===== src/rtl/boot_loader_pkg.sv =====
`default_nettype none
// ============================================================================
// Module      : boot_loader_pkg
// Description : Shared constants for the serial boot loader: FSM state
//               encoding, error codes, default frame marker, the lowest
//               loadable address and the address-range legality helper.
// Ports       : none (package)
// Revision    : 1.0 - initial release
// ============================================================================
package boot_loader_pkg;

    // Everything below this word address belongs to the OS image and must
    // never be overwritten by a serial load.
    localparam logic [15:0] c_reserved_area     = 16'h1000;

    localparam logic [7:0]  c_sync_byte_default = 8'hA5;
    localparam logic [15:0] c_load_min_default  = c_reserved_area;

    // Frame parser states
    localparam logic [3:0] c_st_sync   = 4'd0;
    localparam logic [3:0] c_st_addr_h = 4'd1;
    localparam logic [3:0] c_st_addr_l = 4'd2;
    localparam logic [3:0] c_st_len_h  = 4'd3;
    localparam logic [3:0] c_st_len_l  = 4'd4;
    localparam logic [3:0] c_st_data_h = 4'd5;
    localparam logic [3:0] c_st_data_l = 4'd6;
    localparam logic [3:0] c_st_write  = 4'd7;
    localparam logic [3:0] c_st_csum   = 4'd8;
    localparam logic [3:0] c_st_done   = 4'd9;
    localparam logic [3:0] c_st_err    = 4'd10;

    // err_code values
    localparam logic [1:0] c_err_none     = 2'd0;
    localparam logic [1:0] c_err_bad_addr = 2'd1;
    localparam logic [1:0] c_err_overrun  = 2'd2;
    localparam logic [1:0] c_err_csum     = 2'd3;

    // A load is illegal if it starts inside the reserved area or if its last
    // word would land past 16'hFFFF. The end address is formed in 17 bits so
    // the carry out of the 16-bit sum is visible.
    function automatic logic range_bad(
        input logic [15:0] base,
        input logic [15:0] len,
        input logic [15:0] load_min
    );
        logic [16:0] last;
        last = {1'b0, base} + {1'b0, len} - 17'd1;
        return (base < load_min) || (last > 17'h0FFFF);
    endfunction

endpackage
`default_nettype wire


===== src/rtl/boot_loader.sv =====
`default_nettype none
// ============================================================================
// Module      : boot_loader
// Description : Serial boot loader. Parses a framed byte stream from the
//               SPART receiver (SYNC, ADDR_H, ADDR_L, LEN_H, LEN_L, LEN
//               big-endian words, CSUM), writes each word to consecutive
//               word addresses through a stall-aware write handshake, holds
//               the processor in reset while loading and reports a sticky
//               done or coded error.
//
//               At the system level cpu_hold is ORed into the processor and
//               cache resets, and mem_* is muxed onto the cache data write
//               port while cpu_hold is high.
//
// Ports       : clk        in   system clock (50 MHz domain)
//               rst_n      in   synchronous active-low reset
//               rx_valid   in   one-cycle strobe, rx_data holds a byte
//               rx_data    in   received byte
//               mem_we     out  write request, held until mem_ack
//               mem_addr   out  word address of the current write
//               mem_wdata  out  write data
//               mem_ack    in   write accepted this cycle
//               cpu_hold   out  keep the processor in reset
//               busy       out  frame in progress
//               done       out  last frame completed (sticky)
//               err        out  last frame failed (sticky)
//               err_code   out  1 BAD_ADDR, 2 OVERRUN, 3 CSUM, 0 if no error
// Revision    : 1.0 - initial release
// ============================================================================
module boot_loader
    import boot_loader_pkg::*;
#(
    parameter logic [7:0]  SYNC_BYTE = c_sync_byte_default,
    parameter logic [15:0] LOAD_MIN  = c_load_min_default
) (
    input  logic        clk,
    input  logic        rst_n,
    input  logic        rx_valid,
    input  logic [7:0]  rx_data,
    output logic        mem_we,
    output logic [15:0] mem_addr,
    output logic [15:0] mem_wdata,
    input  logic        mem_ack,
    output logic        cpu_hold,
    output logic        busy,
    output logic        done,
    output logic        err,
    output logic [1:0]  err_code
);

    // ------------------------------------------------------------------
    // Registers
    // ------------------------------------------------------------------
    logic [3:0]  r_state;
    logic [15:0] r_addr;       // base address, then the running write address
    logic [15:0] r_len;        // LEN_H during the header, then words remaining
    logic [7:0]  r_data_h;     // high byte of the word being assembled
    logic [7:0]  r_sum;        // running modulo-256 checksum
    logic        r_mem_we;
    logic [15:0] r_mem_wdata;
    logic        r_cpu_hold;
    logic        r_busy;
    logic        r_done;
    logic        r_err;
    logic [1:0]  r_err_code;

    logic        r_skid_full;
    logic [7:0]  r_skid_data;

    // ------------------------------------------------------------------
    // Byte source selection
    // ------------------------------------------------------------------
    logic        w_in_write;
    logic        w_rx_blocked;
    logic        w_use_skid;
    logic        w_byte_valid;
    logic [7:0]  w_byte;
    logic        w_overrun;
    logic [7:0]  w_sum_next;
    logic [15:0] w_len_full;
    logic        w_range_bad;

    assign w_in_write   = (r_state == c_st_write);

    // While writing, incoming bytes can only be parked in the skid register;
    // DONE and ERR ignore the receiver entirely.
    assign w_rx_blocked = w_in_write || (r_state == c_st_done) || (r_state == c_st_err);

    // A parked byte always has priority over a fresh one so ordering holds.
    assign w_use_skid   = r_skid_full && !w_rx_blocked;
    assign w_byte_valid = w_use_skid || (rx_valid && !w_rx_blocked);
    assign w_byte       = w_use_skid ? r_skid_data : rx_data;

    // Second byte while the single skid slot is still occupied by a write stall.
    assign w_overrun    = w_in_write && rx_valid && r_skid_full;

    assign w_sum_next   = r_sum + w_byte;
    assign w_len_full   = {r_len[7:0], w_byte};
    assign w_range_bad  = range_bad(r_addr, w_len_full, LOAD_MIN);

    // ------------------------------------------------------------------
    // Skid register
    // ------------------------------------------------------------------
    always_ff @(posedge clk) begin
        if (!rst_n) begin
            r_skid_full <= 1'b0;
            r_skid_data <= 8'h00;
        end else if ((r_state == c_st_done) || (r_state == c_st_err)) begin
            // Frame is over; nothing parked may leak into the next one.
            r_skid_full <= 1'b0;
        end else if (w_in_write) begin
            if (rx_valid && !r_skid_full) begin
                r_skid_full <= 1'b1;
                r_skid_data <= rx_data;
            end
        end else if (w_use_skid) begin
            // Draining this cycle; a byte arriving now takes the freed slot.
            r_skid_full <= rx_valid;
            if (rx_valid) begin
                r_skid_data <= rx_data;
            end
        end
    end

    // ------------------------------------------------------------------
    // Frame parser / write sequencer
    // ------------------------------------------------------------------
    always_ff @(posedge clk) begin
        if (!rst_n) begin
            r_state     <= c_st_sync;
            r_addr      <= 16'h0000;
            r_len       <= 16'h0000;
            r_data_h    <= 8'h00;
            r_sum       <= 8'h00;
            r_mem_we    <= 1'b0;
            r_mem_wdata <= 16'h0000;
            r_cpu_hold  <= 1'b1;
            r_busy      <= 1'b0;
            r_done      <= 1'b0;
            r_err       <= 1'b0;
            r_err_code  <= c_err_none;
        end else begin
            case (r_state)
                c_st_sync: begin
                    if (w_byte_valid && (w_byte == SYNC_BYTE)) begin
                        r_done     <= 1'b0;
                        r_err      <= 1'b0;
                        r_err_code <= c_err_none;
                        r_busy     <= 1'b1;
                        r_cpu_hold <= 1'b1;
                        r_sum      <= 8'h00;
                        r_state    <= c_st_addr_h;
                    end
                end

                c_st_addr_h: begin
                    if (w_byte_valid) begin
                        r_addr[15:8] <= w_byte;
                        r_sum        <= w_sum_next;
                        r_state      <= c_st_addr_l;
                    end
                end

                c_st_addr_l: begin
                    if (w_byte_valid) begin
                        r_addr[7:0] <= w_byte;
                        r_sum       <= w_sum_next;
                        r_state     <= c_st_len_h;
                    end
                end

                c_st_len_h: begin
                    if (w_byte_valid) begin
                        r_len   <= {8'h00, w_byte};
                        r_sum   <= w_sum_next;
                        r_state <= c_st_len_l;
                    end
                end

                c_st_len_l: begin
                    if (w_byte_valid) begin
                        r_len <= w_len_full;
                        r_sum <= w_sum_next;
                        if (w_range_bad) begin
                            r_err      <= 1'b1;
                            r_err_code <= c_err_bad_addr;
                            r_busy     <= 1'b0;
                            r_state    <= c_st_err;
                        end else if (w_len_full == 16'h0000) begin
                            r_state <= c_st_csum;
                        end else begin
                            r_state <= c_st_data_h;
                        end
                    end
                end

                c_st_data_h: begin
                    if (w_byte_valid) begin
                        r_data_h <= w_byte;
                        r_sum    <= w_sum_next;
                        r_state  <= c_st_data_l;
                    end
                end

                c_st_data_l: begin
                    if (w_byte_valid) begin
                        r_mem_wdata <= {r_data_h, w_byte};
                        r_mem_we    <= 1'b1;
                        r_sum       <= w_sum_next;
                        r_state     <= c_st_write;
                    end
                end

                c_st_write: begin
                    if (w_overrun) begin
                        // The pending write is abandoned; earlier words stay.
                        r_mem_we   <= 1'b0;
                        r_err      <= 1'b1;
                        r_err_code <= c_err_overrun;
                        r_busy     <= 1'b0;
                        r_state    <= c_st_err;
                    end else if (mem_ack) begin
                        r_mem_we <= 1'b0;
                        r_addr   <= r_addr + 16'd1;
                        r_len    <= r_len - 16'd1;
                        r_state  <= (r_len == 16'd1) ? c_st_csum : c_st_data_h;
                    end
                end

                c_st_csum: begin
                    if (w_byte_valid) begin
                        if (w_byte == r_sum) begin
                            r_done     <= 1'b1;
                            r_busy     <= 1'b0;
                            r_cpu_hold <= 1'b0;
                            r_state    <= c_st_done;
                        end else begin
                            r_err      <= 1'b1;
                            r_err_code <= c_err_csum;
                            r_busy     <= 1'b0;
                            r_state    <= c_st_err;
                        end
                    end
                end

                // Single-cycle terminal states; cpu_hold stays high after an
                // error so the processor cannot run a partial image.
                c_st_done: r_state <= c_st_sync;
                c_st_err:  r_state <= c_st_sync;

                default:   r_state <= c_st_sync;
            endcase
        end
    end

    // ------------------------------------------------------------------
    // Outputs
    // ------------------------------------------------------------------
    assign mem_we    = r_mem_we;
    assign mem_addr  = r_addr;
    assign mem_wdata = r_mem_wdata;
    assign cpu_hold  = r_cpu_hold;
    assign busy      = r_busy;
    assign done      = r_done;
    assign err       = r_err;
    assign err_code  = r_err_code;

endmodule
`default_nettype wire


===== config.mk =====
export PLATFORM = sky130hd
export DESIGN_NAME = boot_loader
export DESIGN_NICKNAME = d
export VERILOG_FILES = /design/src/rtl/boot_loader_pkg.sv /design/src/rtl/boot_loader.sv
export SDC_FILE = /design/constraint.sdc
export NUM_CORES = 1
export LEC_CHECK = 0
export ABC_AREA = 1
export BUFFER_PORTS_ARGS = -buffer_cell sky130_fd_sc_hd__buf_2
export CORE_ASPECT_RATIO = 1.25
export CORE_MARGIN = 2
export CORE_UTILIZATION = 45
export CTS_CLUSTER_DIAMETER = 60
export DETAILED_ROUTE_END_ITERATION = 16
export PLACE_DENSITY = 0.67
export SLEW_MARGIN = 10
export SYNTH_ARGS = -nofsm -noshare
export SYNTH_HDL_FRONTEND = slang
export SYNTH_SLANG_ARGS = --single-unit

===== constraint.sdc =====
create_clock -name clk -period 6.16 [get_ports clk]
set_input_delay 0.924 -clock clk [delete_from_list [all_inputs] [get_ports clk]]
set_output_delay 0.924 -clock clk [all_outputs]
set_load 0.005 [all_outputs]

==> flow_results.xml, run 1 <==
<?xml version="1.0" encoding="UTF-8"?>
<metrics>
  <group name="outcome">
    <metric name="status" unit="">completed</metric>
  </group>
  <group name="sta">
    <metric name="skew" unit="ns">0.008485</metric>
    <metric name="finalHoldWorstSlack" unit="ns">0.4567</metric>
    <metric name="timing.final.crit_period" unit="ns">3.790</metric>
    <metric name="share_of_the_clock_period_used_by_the_worst_path" unit="%">61.52</metric>
    <metric name="finalHoldViolations" unit="">0</metric>
    <metric name="final-setup-viol-count" unit="">0</metric>
    <metric name="max_slew_margin" unit="%">25.07</metric>
    <metric name="fmax" unit="MHz">263.9</metric>
    <metric name="max_transition_viols_final" unit="">0</metric>
    <metric name="finalSetupTns" unit="ns">0</metric>
    <metric name="timing.final.ws_setup" unit="ns">2.370</metric>
    <metric name="grt_setup_unrepaired" unit="">no</metric>
    <metric name="worst_slew_pin_slew" unit="ns">1.123</metric>
  </group>
  <group name="run">
    <metric name="drv_cap" unit="">0</metric>
  </group>
  <group name="grt">
    <metric name="grt-ovfl-total" unit="">0</metric>
    <metric name="grt.total_usage" unit="%">24.44</metric>
    <metric name="grt_antenna_before_repair" unit="">0</metric>
    <metric name="grt_first_pass_wirelength" unit="um">25210</metric>
    <metric name="via_count_of_the_first_global_routing_pass" unit="">5249</metric>
    <metric name="grt_max_degree" unit="">56</metric>
  </group>
  <group name="cts">
    <metric name="cts_max_path_buffers" unit="">2</metric>
    <metric name="cts_root_buffer" unit="">sky130_fd_sc_hd__clkbuf_16</metric>
    <metric name="clk_pin_slew" unit="ns">0.06</metric>
    <metric name="clock-sinks" unit="">84</metric>
    <metric name="cts_tree" unit="">done</metric>
    <metric name="cts_setup_buffers" unit="">0</metric>
    <metric name="holdBufCountCts" unit="">0</metric>
    <metric name="htreeDepth" unit="">3</metric>
    <metric name="cts-resized-gates" unit="">0</metric>
    <metric name="cts_inserted_buffers" unit="">9</metric>
    <metric name="clkLatencyLatePin" unit="ns">0.35</metric>
  </group>
  <group name="yosys">
    <metric name="synth.top_cell.area_share" unit="%">30.58</metric>
    <metric name="yosys_warnings" unit="">0</metric>
    <metric name="synth-async-reset-ratio" unit="%">0</metric>
    <metric name="synth_largest_area_cell" unit="">sky130_fd_sc_hd__dfxtp_1</metric>
    <metric name="synth-seq-area-share" unit="%">30.58</metric>
    <metric name="ys_top_cells_by_count" unit="">sky130_fd_sc_hd__nand2_1 (170), sky130_fd_sc_hd__inv_1 (113), sky130_fd_sc_hd__a21oi_1 (84), sky130_fd_sc_hd__dfxtp_1 (84), sky130_fd_sc_hd__o21ai_0 (74)</metric>
    <metric name="netlist_top_cells_area" unit="">sky130_fd_sc_hd__dfxtp_1 (31%), sky130_fd_sc_hd__nand2_1 (12%), sky130_fd_sc_hd__inv_1 (7.7%), sky130_fd_sc_hd__a21oi_1 (7.6%), sky130_fd_sc_hd__ha_1 (6.8%)</metric>
    <metric name="synth_enable_flop_cells" unit="">0</metric>
    <metric name="mappedNetlistArea" unit="mm^2">0.005499</metric>
    <metric name="synthesis.instances" unit="">828</metric>
    <metric name="post-synth-top-count-cell" unit="">sky130_fd_sc_hd__nand2_1</metric>
    <metric name="synth_cell_type_count" unit="">45</metric>
    <metric name="postSynth.topFlopCell" unit="">sky130_fd_sc_hd__dfxtp_1</metric>
    <metric name="synth.net_count" unit="">870</metric>
    <metric name="postSynthRegisterBits" unit="">84</metric>
    <metric name="syn-mean-instance-area" unit="um^2">6.641</metric>
  </group>
  <group name="placed_design">
    <metric name="routabilityCongestion" unit="">0.8922</metric>
    <metric name="dpl.hpwl" unit="um">11180</metric>
    <metric name="port_buffers" unit="">50</metric>
    <metric name="worst_slack_placed" unit="ns">2.427</metric>
  </group>
  <group name="die">
    <metric name="die-height" unit="um">127.6</metric>
    <metric name="placement_rows" unit="">45</metric>
    <metric name="initial_core_util" unit="%">45.64</metric>
    <metric name="dieArea" unit="mm^2">0.01313</metric>
    <metric name="chipWidth" unit="um">102.9</metric>
    <metric name="io_pins" unit="">51</metric>
    <metric name="core" unit="mm^2">0.01205</metric>
  </group>
  <group name="critical_path">
    <metric name="critPathArrivalTime" unit="ns">3.97</metric>
    <metric name="cp_endpoint_kind" unit="">flip-flop</metric>
    <metric name="rr_startpoint" unit="">r_state[0]</metric>
    <metric name="worst_r2r_endpoint" unit="">r_state[1]</metric>
    <metric name="critical_path.most_common_cell" unit="">sky130_fd_sc_hd__nand2_1</metric>
    <metric name="critical_path_peak_fanout" unit="">39</metric>
    <metric name="r2r_cells" unit="">20</metric>
    <metric name="reg2reg_slack" unit="ns">2.37</metric>
    <metric name="crit_slowest_cell" unit="">sky130_fd_sc_hd__nand2_2</metric>
    <metric name="top_delay_family_on_crit_path" unit="">simple AND/OR/NAND/NOR gates</metric>
    <metric name="worst-path-stages" unit="">20</metric>
    <metric name="timing.critical_path.required" unit="ns">6.34</metric>
    <metric name="path_cells" unit="">nand2_2 &gt; inv_2 &gt; nand2_2 &gt; nand3_2 &gt; nand2_1 &gt; nand2_2 &gt; or2_2 &gt; ha_1 &gt; a21oi_1 &gt; nand2_1 &gt; nand2_1 &gt; nand2_1 &gt; nand2_1 &gt; nand2_1 &gt; nand2_1 &gt; nand3_1 &gt; a21oi_1 &gt; nand3_1 &gt; nand2_1 &gt; a21oi_1</metric>
    <metric name="crit_path_start" unit="">r_state[0]</metric>
    <metric name="slowest_delay" unit="ns">0.60</metric>
    <metric name="critical_path.endpoint" unit="">r_state[1]</metric>
    <metric name="critical_path.startpoint_type" unit="">flip-flop</metric>
    <metric name="critPathKind" unit="">flip-flop to flip-flop</metric>
    <metric name="worstPathBufferInverterCount" unit="">1</metric>
  </group>
  <group name="final_layout">
    <metric name="synthToLayoutAreaGrowth" unit="%">11.26</metric>
    <metric name="final_nets" unit="">906</metric>
    <metric name="antenna_cells" unit="">0</metric>
    <metric name="fillers" unit="">1295</metric>
    <metric name="drive_gt1_share" unit="%">14.04</metric>
  </group>
  <group name="worst_hold_path">
    <metric name="timing.hold.worst.class" unit="">flip-flop to flip-flop</metric>
  </group>
  <group name="pwr">
    <metric name="p_per_cell_area" unit="mW/mm^2">289.9</metric>
    <metric name="leakage" unit="nW">2.810</metric>
    <metric name="design_power_total" unit="mW">1.774</metric>
    <metric name="vdd_ir_drop_max" unit="V">0.0002079</metric>
  </group>
  <group name="routing">
    <metric name="detail_routed_net_length_per_standard_cell" unit="um">14.61</metric>
    <metric name="ant_nets" unit="">0</metric>
    <metric name="drt_pass1_iterations" unit="">5</metric>
    <metric name="drt-initial-drc-count" unit="">309</metric>
    <metric name="drcViolationCount" unit="">0</metric>
    <metric name="routed_wirelength" unit="um">15090</metric>
    <metric name="number_of_vias_in_the_routed_layout" unit="">5508</metric>
    <metric name="avgViaCountPerCell" unit="">5.332</metric>
  </group>
</metrics>
-- logic make-up (layout without fill, tap and decap cells) --
kind of cell | after synthesis | count (layout) | synth area share (%)
xor+xnor | 7 | 7 | 1.115
fa+ha+maj | 30 | 30 | 6.826
compound gates | 200 | 200 | 20.20
flops | 84 | 84 | 30.58
simple gates | 359 | 359 | 30.49
buf+inv | 148 | 189 | 10.79
-- cell type report --
cell class | instances | area (um^2) | share of cell area [%]
clock buffers | 10 | 239.0 | 3.906
clock inverters | 6 | 52.55 | 0.8589
inverters | 122 | 457.9 | 7.485
multi-input cells | 596 | 3224 | 52.70
flip-flops and latches | 84 | 1682 | 27.48
well taps | 164 | 205.2 | 3.354
repair buffers | 51 | 257.7 | 4.213
-- layout by cell type, fill, tap and decap left out, types with 2 or more instances in the layout --
cell                         Yosys  layout
sky130_fd_sc_hd__a211oi_2        2       2
sky130_fd_sc_hd__a21o_1          2       2
sky130_fd_sc_hd__a21oi_1        84      84
sky130_fd_sc_hd__a221oi_1        5       5
sky130_fd_sc_hd__a31oi_1        17      17
sky130_fd_sc_hd__and3_1          2       2
sky130_fd_sc_hd__buf_2           6      50
sky130_fd_sc_hd__clkbuf_16       0       9
sky130_fd_sc_hd__clkinvlp_4      0       2
sky130_fd_sc_hd__dfxtp_1        84      84
sky130_fd_sc_hd__ha_1           30      30
sky130_fd_sc_hd__inv_1         113     113
sky130_fd_sc_hd__inv_2           8       8
sky130_fd_sc_hd__inv_6           0       3
sky130_fd_sc_hd__nand2_1       170     170
sky130_fd_sc_hd__nand2_2        18      18
sky130_fd_sc_hd__nand3_1        46      46
sky130_fd_sc_hd__nand3_2         4       4
sky130_fd_sc_hd__nand3_4         3       3
sky130_fd_sc_hd__nand3b_1        5       5
sky130_fd_sc_hd__nand4_1        18      18
sky130_fd_sc_hd__nand4_2         2       2
sky130_fd_sc_hd__nor2_1         68      68
sky130_fd_sc_hd__nor2_2          5       5
sky130_fd_sc_hd__nor2_4          2       2
sky130_fd_sc_hd__nor3_1          8       8
sky130_fd_sc_hd__nor4_1          2       2
sky130_fd_sc_hd__o21ai_0        74      74
sky130_fd_sc_hd__o21ai_1         3       3
sky130_fd_sc_hd__o21ai_2         4       4
sky130_fd_sc_hd__o311a_1         2       2
sky130_fd_sc_hd__or2_2           2       2
sky130_fd_sc_hd__xor2_1          6       6
-- stage by stage --
step	utilization [%]	instance area, um^2	cells
after global placement	48.36	5827	1017
after global routing	50.78	6118	1033
final	50.78	6118	1033
after detailed placement	48.36	5827	1017
after floorplan	-	5499	828
after CTS	50.78	6118	1033
-- routing by layer --
| metal | vias up | track usage [%] | wire length (um) |
|---|---|---|---|
| met5 | - | 0 | 0 |
| met4 | 0 | 9.598 | 393 |
| met3 | 33 | 4.158 | 541 |
| met2 | 100 | 42.29 | 7715 |
| met1 | 2544 | 29.81 | 6440 |
| li1 | 2831 | - | - |
-- tightest hold or removal path: stages, from the launching register on --
cell	delay [ns]
sky130_fd_sc_hd__dfxtp_1	0.31
sky130_fd_sc_hd__nand2_1	0.06
sky130_fd_sc_hd__a21oi_1	0.05
-- power by group --
part | switching (mW) | internal, mW | total, mW
Combinational | 0.382 | 0.217 | 0.599
Clock | 0.247 | 0.292 | 0.539
Sequential | 0.0455 | 0.590 | 0.636
-- state kept, by name (all words and copies together), names as in the netlist --
| register | cells |
|---|---|
| busy | 1 |
| cpu_hold | 1 |
| done | 1 |
| err | 1 |
| err_code | 2 |
| mem_addr | 16 |
| mem_wdata | 16 |
| mem_we | 1 |
| r_data_h | 8 |
| r_len | 16 |
| r_skid_data | 8 |
| r_skid_full | 1 |
| r_state | 4 |
| r_sum | 8 |
-- worst min-delay path by stage --
stage / slack [ns] / cells after the start / end / start
3_5_place_dp: 0.45 / 2 / done / done
5_1_grt: 0.49 / 2 / done / done
6_report: 0.46 / 2 / done / done
4_1_cts: 0.46 / 2 / done / done
2_1_floorplan: 0.44 / 2 / mem_wdata[10] / r_data_h[2]
3_3_place_gp: 0.45 / 2 / done / done
Power figures use the tool's default switching activity.
==> run 2, diff against run 1 <==
PLACE_DENSITY = 0.7   (was 0.67)
clock period = 3.4 ns   (was 6.16 ns; I/O delays follow)
==> run 2 against run 1 <==
  * Design area grew 1.6%
  * Hold slack got worse by 0.037 ns
  * Sequential share of layout area is 0.40 points lower
  * Clock skew is essentially flat
  * Critical path type unchanged
  * Highest routed layer unchanged
==> flow_results.xml, run 2 (synthesis results as in run 1) <==
<?xml version="1.0" encoding="UTF-8"?>
<metrics>
  <group name="sta">
    <metric name="max_slew_margin" unit="%">23.49</metric>
    <metric name="finalSetupTns" unit="ns">0</metric>
    <metric name="finalHoldWorstSlack" unit="ns">0.4195</metric>
    <metric name="share_of_the_clock_period_used_by_the_worst_path" unit="%">91.07</metric>
    <metric name="timing.final.crit_period" unit="ns">3.096</metric>
    <metric name="finalHoldViolations" unit="">0</metric>
    <metric name="skew" unit="ns">0.008707</metric>
    <metric name="max_transition_viols_final" unit="">0</metric>
    <metric name="final-setup-viol-count" unit="">0</metric>
    <metric name="worst_slew_pin_slew" unit="ns">1.146</metric>
    <metric name="grt_setup_unrepaired" unit="">no</metric>
    <metric name="fmax" unit="MHz">323.0</metric>
  </group>
  <group name="cts">
    <metric name="clkLatencyLatePin" unit="ns">0.35</metric>
    <metric name="cts_inserted_buffers" unit="">9</metric>
    <metric name="cts_max_path_buffers" unit="">2</metric>
    <metric name="clock-sinks" unit="">84</metric>
    <metric name="clk_pin_slew" unit="ns">0.07</metric>
    <metric name="htreeDepth" unit="">3</metric>
    <metric name="cts_tree" unit="">done</metric>
    <metric name="cts_root_buffer" unit="">sky130_fd_sc_hd__clkbuf_16</metric>
  </group>
  <group name="placed_design">
    <metric name="placed_cells" unit="">1028</metric>
    <metric name="placed_cell_areas" unit="mm^2">0.005909</metric>
    <metric name="port_buffers" unit="">50</metric>
    <metric name="dpl.hpwl" unit="um">11370</metric>
    <metric name="routabilityCongestion" unit="">0.9243</metric>
  </group>
  <group name="grt">
    <metric name="grt_most_used_layer" unit="">met2</metric>
    <metric name="grt_antenna_before_repair" unit="">0</metric>
    <metric name="grt_first_pass_wirelength" unit="um">24930</metric>
    <metric name="grt.total_usage" unit="%">24.11</metric>
    <metric name="via_count_of_the_first_global_routing_pass" unit="">5188</metric>
    <metric name="grt-ovfl-total" unit="">0</metric>
    <metric name="globalRouteMet3Util" unit="%">4.158</metric>
    <metric name="grt_max_degree" unit="">55</metric>
    <metric name="met1_usage" unit="%">29.85</metric>
    <metric name="met2_usage" unit="%">40.98</metric>
  </group>
  <group name="critical_path">
    <metric name="critical_path.startpoint_type" unit="">flip-flop</metric>
    <metric name="critPathKind" unit="">flip-flop to flip-flop</metric>
    <metric name="timing.critical_path.required" unit="ns">3.58</metric>
    <metric name="cp_endpoint_kind" unit="">flip-flop</metric>
    <metric name="critPathArrivalTime" unit="ns">3.27</metric>
    <metric name="critical_path_peak_fanout" unit="">10</metric>
  </group>
  <group name="final_layout">
    <metric name="antenna_cells" unit="">0</metric>
    <metric name="layout_commonest_cell" unit="">sky130_fd_sc_hd__nand2_1</metric>
    <metric name="drive_gt1_share" unit="%">15.34</metric>
    <metric name="final_cell_mix" unit="">sky130_fd_sc_hd__nand2_1 (170), sky130_fd_sc_hd__inv_1 (113), sky130_fd_sc_hd__a21oi_1 (84), sky130_fd_sc_hd__dfxtp_1 (82), sky130_fd_sc_hd__o21ai_0 (74)</metric>
    <metric name="synthToLayoutAreaGrowth" unit="%">13.06</metric>
    <metric name="finalNonFillerCells" unit="">1044</metric>
    <metric name="final_nets" unit="">917</metric>
    <metric name="postLayoutCellArea" unit="mm^2">0.006217</metric>
    <metric name="fillers" unit="">1296</metric>
  </group>
  <group name="routing">
    <metric name="routed_wirelength" unit="um">15230</metric>
    <metric name="detail_routed_net_length_per_standard_cell" unit="um">14.59</metric>
    <metric name="drcViolationCount" unit="">0</metric>
    <metric name="ant_nets" unit="">0</metric>
    <metric name="number_of_vias_in_the_routed_layout" unit="">5590</metric>
    <metric name="avgViaCountPerCell" unit="">5.354</metric>
    <metric name="drt-initial-drc-count" unit="">333</metric>
    <metric name="drt_pass1_iterations" unit="">6</metric>
  </group>
  <group name="pwr">
    <metric name="p_per_cell_area" unit="mW/mm^2">518.8</metric>
    <metric name="p_comb_share" unit="%">33.3</metric>
    <metric name="netSwitchingPower" unit="mW">1.237</metric>
    <metric name="power_frac_seq" unit="%">35.7</metric>
    <metric name="design_power_total" unit="mW">3.225</metric>
    <metric name="p_int" unit="mW">1.988</metric>
    <metric name="clockPowerShare" unit="%">31.1</metric>
    <metric name="leakage" unit="nW">2.875</metric>
    <metric name="power.share.switching" unit="%">38.36</metric>
    <metric name="vdd_ir_drop_max" unit="V">0.0002327</metric>
  </group>
  <group name="outcome">
    <metric name="status" unit="">completed</metric>
  </group>
  <group name="worst_hold_path">
    <metric name="timing.hold.worst.class" unit="">input pin to flip-flop</metric>
  </group>
  <group name="die">
    <metric name="die-height" unit="um">127.6</metric>
    <metric name="core" unit="mm^2">0.01205</metric>
    <metric name="placement_rows" unit="">45</metric>
    <metric name="initial_core_util" unit="%">45.64</metric>
    <metric name="dieArea" unit="mm^2">0.01313</metric>
    <metric name="chipWidth" unit="um">102.9</metric>
    <metric name="io_pins" unit="">51</metric>
  </group>
  <group name="run">
    <metric name="drv_cap" unit="">0</metric>
  </group>
</metrics>
run 2: power groups by stage:
stage | Clock (mW) | Sequential (mW) | Combinational [mW]
after global placement | 0 | 1.17 | 1.05
after global routing | 1.06 | 1.16 | 1.23
after CTS | 1.02 | 1.15 | 1.08
final | 1.00 | 1.15 | 1.07
after detailed placement | 0 | 1.17 | 1.07
after floorplan | 0 | 1.16 | 0.766
run 2: critical path, cell delays in order (launching register included):
cell and delay (ns):
sky130_fd_sc_hd__dfxtp_1 0.36, sky130_fd_sc_hd__nand2_2 0.16, sky130_fd_sc_hd__inv_2 0.05, sky130_fd_sc_hd__nand2_2 0.20, sky130_fd_sc_hd__nand3_2 0.20, sky130_fd_sc_hd__buf_4 0.22, sky130_fd_sc_hd__nand2_1 0.13, sky130_fd_sc_hd__nand2_1 0.09
sky130_fd_sc_hd__nand2_1 0.07, sky130_fd_sc_hd__nand2_1 0.06, sky130_fd_sc_hd__ha_1 0.31, sky130_fd_sc_hd__a21oi_1 0.15, sky130_fd_sc_hd__nand2_1 0.07, sky130_fd_sc_hd__nand2_1 0.06, sky130_fd_sc_hd__nand2_1 0.06, sky130_fd_sc_hd__nand2_1 0.07
sky130_fd_sc_hd__nand2_1 0.06, sky130_fd_sc_hd__nand2_1 0.08, sky130_fd_sc_hd__nand3_1 0.09, sky130_fd_sc_hd__a21oi_1 0.19, sky130_fd_sc_hd__nand4_1 0.10, sky130_fd_sc_hd__nand2_1 0.07, sky130_fd_sc_hd__a21oi_1 0.07
run 2: path summary, 6_finish.rpt:
kind / from / to / slack, ns / cells past startpoint
setup / recovery: r_state[1] / r_state[3] / 0.30 / 22
hold / removal: rx_data[7] / r_skid_data[7] / 0.42 / 3
setup reg to reg: r_state[1] / r_state[3] / 0.30 / 22
hold reg to reg: done / done / 0.46 / 2
run 2: cell type report:
class | count | area, um^2 | area share, %
Clock buffer | 9 | 225.2 | 3.622
Sequential cell | 84 | 1684 | 27.09
Multi-Input combinational cell | 596 | 3224 | 51.86
Inverter | 122 | 457.9 | 7.366
Timing Repair Buffer | 62 | 344.1 | 5.534
Clock inverter | 7 | 76.32 | 1.228
Tap cell | 164 | 205.2 | 3.300
run 2: through the flow:
step           worst slack, ns  utilization [%]
5_1_grt               0.004019            51.60
4_1_cts                 0.3104            51.55
6_report                0.3036            51.60
3_3_place_gp            0.3797            49.04
3_5_place_dp            0.3160            49.04
2_1_floorplan           0.7817                -
run 2: what timing repair did:
item | in CTS | in global routing
buffers inserted | 0 | 0
gates resized for setup | 0 | 3
hold buffers | 0 | 0
setup endpoints to repair | 0 | 4
endpoints found under the hold margin | 0 | 0
run 2: layer usage:
metal  up-vias  share of wire [%]
li1       2857                  -
met1      2549                 43
met2       146                 50
met3        38                4.2
met4         0                3.1
met5         -                  0
